**src/rtl/instr_decode_stage.sv**
```systemverilog
// Decode stage: classifies R/I/S opcodes, extracts fields and immediate, counts accepted instructions.
// Latency: 1 cycle from accepted input to registered bundle with out_valid.
// Backpressure: single skid-less register; in_ready = (!out_valid || out_ready) && !flush.
module instr_decode_stage #(
    parameter int XLEN = 32
) (
    input  logic            clk,
    input  logic            rst_n,
    input  logic            in_valid,
    output logic            in_ready,
    input  logic [XLEN-1:0] in_instr,
    input  logic [XLEN-1:0] in_pc,
    input  logic            flush,
    output logic            out_valid,
    input  logic            out_ready,
    output logic [XLEN-1:0] out_pc,
    output logic            r_type,
    output logic            i_type,
    output logic            store,
    output logic            illegal,
    output logic [2:0]      func3,
    output logic [6:0]      fun7,
    output logic [4:0]      rd,
    output logic [4:0]      rs1,
    output logic [4:0]      rs2,
    output logic [XLEN-1:0] imm,
    output logic [15:0]     instr_count
);

    localparam logic [6:0] OP_R = 7'b0110011;
    localparam logic [6:0] OP_I = 7'b0010011;
    localparam logic [6:0] OP_S = 7'b0100011;

    logic            out_valid_q, out_valid_d;
    logic [XLEN-1:0] out_pc_q, out_pc_d;
    logic            r_type_q, r_type_d;
    logic            i_type_q, i_type_d;
    logic            store_q, store_d;
    logic            illegal_q, illegal_d;
    logic [2:0]      func3_q, func3_d;
    logic [6:0]      fun7_q, fun7_d;
    logic [4:0]      rd_q, rd_d;
    logic [4:0]      rs1_q, rs1_d;
    logic [4:0]      rs2_q, rs2_d;
    logic [XLEN-1:0] imm_q, imm_d;
    logic [15:0]     instr_count_q, instr_count_d;

    logic            accept;
    logic [6:0]      opcode;
    logic            dec_r, dec_i, dec_s;
    logic [XLEN-1:0] dec_imm;

    // Handshake: flush blocks acceptance so a discarded instruction is never counted
    always_comb begin
        in_ready = (!out_valid_q || out_ready) && !flush;
        accept   = in_valid && in_ready;
    end

    // Combinational decode of the incoming instruction word
    always_comb begin
        opcode  = in_instr[6:0];
        dec_r   = (opcode == OP_R);
        dec_i   = (opcode == OP_I);
        dec_s   = (opcode == OP_S);
        dec_imm = '0;
        if (dec_i) begin
            dec_imm = {{(XLEN-12){in_instr[31]}}, in_instr[31:20]};
        end else if (dec_s) begin
            dec_imm = {{(XLEN-12){in_instr[31]}}, in_instr[31:25], in_instr[11:7]};
        end
    end

    // Next-state: bundle loads on accept, otherwise holds; valid drops on flush or drain
    always_comb begin
        out_valid_d   = out_valid_q;
        out_pc_d      = out_pc_q;
        r_type_d      = r_type_q;
        i_type_d      = i_type_q;
        store_d       = store_q;
        illegal_d     = illegal_q;
        func3_d       = func3_q;
        fun7_d        = fun7_q;
        rd_d          = rd_q;
        rs1_d         = rs1_q;
        rs2_d         = rs2_q;
        imm_d         = imm_q;
        instr_count_d = instr_count_q;

        if (flush) begin
            out_valid_d = 1'b0;
        end else if (accept) begin
            out_valid_d   = 1'b1;
            out_pc_d      = in_pc;
            r_type_d      = dec_r;
            i_type_d      = dec_i;
            store_d       = dec_s;
            illegal_d     = !(dec_r || dec_i || dec_s);
            func3_d       = in_instr[14:12];
            fun7_d        = in_instr[31:25];
            rd_d          = in_instr[11:7];
            rs1_d         = in_instr[19:15];
            rs2_d         = in_instr[24:20];
            imm_d         = dec_imm;
            instr_count_d = instr_count_q + 16'd1;
        end else if (out_ready) begin
            out_valid_d = 1'b0;
        end
    end

    // State registers with asynchronous clear of the whole bundle
    always_ff @(posedge clk or negedge rst_n) begin
        if (!rst_n) begin
            out_valid_q   <= 1'b0;
            out_pc_q      <= '0;
            r_type_q      <= 1'b0;
            i_type_q      <= 1'b0;
            store_q       <= 1'b0;
            illegal_q     <= 1'b0;
            func3_q       <= '0;
            fun7_q        <= '0;
            rd_q          <= '0;
            rs1_q         <= '0;
            rs2_q         <= '0;
            imm_q         <= '0;
            instr_count_q <= '0;
        end else begin
            out_valid_q   <= out_valid_d;
            out_pc_q      <= out_pc_d;
            r_type_q      <= r_type_d;
            i_type_q      <= i_type_d;
            store_q       <= store_d;
            illegal_q     <= illegal_d;
            func3_q       <= func3_d;
            fun7_q        <= fun7_d;
            rd_q          <= rd_d;
            rs1_q         <= rs1_d;
            rs2_q         <= rs2_d;
            imm_q         <= imm_d;
            instr_count_q <= instr_count_d;
        end
    end

    // Drive outputs straight from the registers
    always_comb begin
        out_valid   = out_valid_q;
        out_pc      = out_pc_q;
        r_type      = r_type_q;
        i_type      = i_type_q;
        store       = store_q;
        illegal     = illegal_q;
        func3       = func3_q;
        fun7        = fun7_q;
        rd          = rd_q;
        rs1         = rs1_q;
        rs2         = rs2_q;
        imm         = imm_q;
        instr_count = instr_count_q;
    end

endmodule

```
**config.mk**
```make
export PLATFORM = sky130hd
export DESIGN_NAME = instr_decode_stage
export DESIGN_NICKNAME = d
export VERILOG_FILES = /design/src/rtl/instr_decode_stage.sv
export SDC_FILE = /design/constraint.sdc
export NUM_CORES = 1
export LEC_CHECK = 0
export ABC_AREA = 0
export BUFFER_PORTS_ARGS = -buffer_cell sky130_fd_sc_hd__clkbuf_2
export CAP_MARGIN = 20
export CORE_ASPECT_RATIO = 1.4
export CORE_UTILIZATION = 48
export CTS_BUF_LIST = sky130_fd_sc_hd__clkbuf_4 sky130_fd_sc_hd__clkbuf_8
export CTS_CLUSTER_SIZE = 10
export DETAILED_ROUTE_END_ITERATION = 16
export PLACE_DENSITY = 0.83
export SYNTH_ARGS = -nofsm -noshare
export SYNTH_HDL_FRONTEND = slang
export SYNTH_SLANG_ARGS = --single-unit
```
**constraint.sdc**
```tcl
create_clock -name clk -period 1.95 [get_ports clk]
set_clock_uncertainty 0.15 [all_clocks]
set_input_delay 0.0975 -clock clk [delete_from_list [all_inputs] [get_ports clk]]
set_output_delay 0.0975 -clock clk [all_outputs]
set_load 0.05 [all_outputs]
```
==> results.yml <==
floorplan:
  die_h_um: 106
  die_x_extent_um: 76.6
  initial_utilization: 0.502
  dieArea_um2: 8160
  boundary_pin_count: 180
  core.rowCount: 37
  core_area_um2: 7450
timing:
  timing_max_transition_violations_final: 0
  highest_clock_rate_mhz: 562
  tightestPinTransition_ns: 0.528
  max_slew_margin: 0.648
  report.final.setup_viol: 0
  grt_setup_unrepaired: "false"
  finalSetupTns_ns: 0
  finalWorstPathRequiredPeriod_ns: 1.78
  final.hold.worst_slack_ns: 0.0727
  hold_violations: 0
  min_period_over_period: 0.913
clock_network:
  clock-sinks: 90
  cts_tree: "yes"
  cts_max_level: 3
  clock_insertion_delay_worst_skew_ns: 0.35
  cts_inserted_buffers: 9
  clk_buf_depth: 2
  clk_transition_reported_paths_ns: 0.09
  ctsRootBufferMaster: "clkbuf_8"
  post_cts.repair.setup_buffers: 0
logic_synthesis:
  synth_nets: 463
  synthCells: 393
  async_flop_share: 1.00
  synthFlopType: "dfrtp_1"
  yosys_warnings: 0
  synth_seq_area_share: 0.602
  synthDistinctLibCells: 33
  post_synth.cell_area_avg_um2: 9.53
  netlist_area_um2: 3740
  synth_seq_cells: 90
  synth_edf_count: 0
critical_path:
  crit_path_cell_trace: "and2b_1 > nor2_4 > buf_4 > nand2_1 > nand2_1"
  category_of_the_most_critical_setup_path: "reg -> reg"
  regToRegSetupSlack_ns: 0.17
  critical-path-top-cell-by-count: "nand2_1"
  cp-end-kind: "flip-flop"
  required_ns: 2.09
  timing.critical_path.slowest_cell_delay_ns: 0.40
  worst-endpoint-arrival_ns: 1.92
  cp_slowest_cell: "dfrtp_1"
  cp.buffers_inverters: 1
  crit_path_max_fanout: 34
  timing.critical_path.from_type: "flip-flop"
  path_delay_family: "simple AND/OR/NAND/NOR gates"
pwr:
  power_leakage_uw: 0.00305
  total_power_uw: 5210
  power-per-cell-area_nw_per_um2: 958
  power.ir.vdd_worst_mv: 0.552
place:
  dpl.hpwl_um: 6450
  port_buffers: 179
  finalWeightedCongestion: 0.761
detailed_routing:
  route.vias.total: 3520
  drt_pre_antenna_iters: 4
  totalWireLength_um: 10600
  wl_per_cell_um: 14.7
  drc: 0
  route.detailed.vias_per_inst: 4.88
  initialDrtViolationCount: 207
  route.antenna.remaining_nets: 0
run:
  cap_viol_max_count: 0
global_routing:
  grt_usage: 0.272
  initial_antenna_violation_count: 0
  globalRoute.totalOverflow: 0
  via_count_of_the_first_global_routing_pass: 3578
  grt_start_max_net_pins: 39
  wire_length_of_the_first_global_routing_pass_um: 16900
layout:
  area_of_the_multi_input_gates_um2: 1270
  area_growth_pct: 45.3
  finish.net_count: 689
  final.fill_count: 527
  n_antenna_cell: 0
  sequential_cell_area_um2: 2250
  layout-drive-gt1-share: 0.335
run_status:
  outcome: "finished clean"
min_path:
  worst_hold_path_type: "in -> reg"
## sequential cells by signal, summed over array words and instances (netlist names)
name	count
rs2	5
store	1
illegal	1
out_valid	1
out_pc	32
i_type	1
rs1	5
instr_count	16
r_type	1
fun7	7
func3	3
rd	5
imm	12
## worst min-delay path, stage by stage
cell and delay [ns]:
clkbuf_2 0.10, and2b_4 0.19, nand3_1 0.10, nand2_1 0.05
## cells in the mapped netlist (3+ instances only)
library cell	count	area share
nor2_1	8	0.0080
nand4_1	3	0.0050
a21o_1	5	0.010
buf_4	23	0.046
buf_2	10	0.013
o2bb2ai_1	4	0.0094
xor2_1	4	0.0094
nand3_1	15	0.020
nand2_1	187	0.19
dfrtp_1	90	0.60
xnor2_1	11	0.026
o21ai_0	9	0.012
## final timing paths
check	depth (start not counted)	end	start
max	5	out_pc[10]$_DFFE_PN0P_	out_valid$_DFFE_PN0P_
min	4	rs2[2]$_DFFE_PN0P_	in_valid
max reg2reg	5	out_pc[10]$_DFFE_PN0P_	out_valid$_DFFE_PN0P_
min reg2reg	1	instr_count[15]$_DFFE_PN0P_	instr_count[15]$_DFFE_PN0P_
max in group asynchronous	3	fun7[3]$_DFFE_PN0P_	rst_n
min in group asynchronous	2	out_pc[22]$_DFFE_PN0P_	rst_n
## layout make-up
type / count / area share
clock inverters: 4 / 0.00483
multi-input cells: 268 / 0.234
repair buffers: 249 / 0.296
inverters: 1 / 0.000690
clock buffers: 12 / 0.0281
well taps: 97 / 0.0223
flip-flops and latches: 90 / 0.414
## cell families after synthesis
group           count (synthesis)  synth area share
flops                          90             0.602
compound gates                 22            0.0391
simple gates                  230             0.259
xor+xnor                       15            0.0351
fa+ha+maj                       1           0.00334
buf+inv                        35            0.0615
## cells in the final DEF (no fill, tap or decap)
cell	count
xor2_1	4
inv_1	1
nand3_1	14
clkinvlp_4	1
dfrtp_1	90
nand2b_1	2
and2b_1	1
and3b_1	1
and2_1	2
buf_12	2
nor3_4	2
o21a_1	1
nand3_2	1
dlygate4sd3_1	64
clkbuf_2	178
nor2_4	1
nor2_2	1
and3_1	1
and2b_4	1
o21ai_0	9
nor4_2	1
clkbuf_4	2
o21ai_1	1
buf_4	5
and4_1	1
clkbuf_8	10
ha_1	1
clkinv_2	2
nand2_4	1
o2bb2ai_1	4
nand2_1	187
nand4_1	3
nor3_1	1
inv_6	1
xnor2_1	11
o211ai_1	1
a22o_1	1
nor2b_1	2
nor2_1	7
a21o_1	5
## timing repair
action,4_1_cts,5_1_grt
hold buffers,64,1
gates resized for setup,0,3
endpoints found under the hold margin,163,1
endpoints found under the setup margin,0,5
## power breakdown
group | switching [uW] | leakage (uW) | total, uW | internal (uW)
registers | 191 | 0.00115 | 2300 | 2100
logic | 1310 | 0.00181 | 1750 | 438
clock network | 637 | 0.0000936 | 1160 | 528
total | 2140 | 0.00305 | 5210 | 3070
## routing by layer
layer	GRT usage	up-vias	share of wire
li1	-	1671	-
met1	0.300	1647	0.38
met2	0.471	161	0.53
met3	0.0489	41	0.048
met4	0.194	0	0.048
met5	0	-	0
## stage by stage
| step | worst slack, ns | cells | utilization | cell area [um^2] |
|---|---|---|---|---|
| 2_1_floorplan | 0.157 | 393 | - | 3740 |
| 3_3_place_gp | 0.297 | 641 | 0.618 | 4610 |
| 3_5_place_dp | 0.267 | 641 | 0.618 | 4610 |
| 4_1_cts | 0.0496 | 721 | 0.728 | 5430 |
| 5_1_grt | 0.0764 | 721 | 0.730 | 5440 |
| 6_report | 0.169 | 721 | 0.730 | 5440 |
No activity file was read; power rests on OpenSTA's default activity.
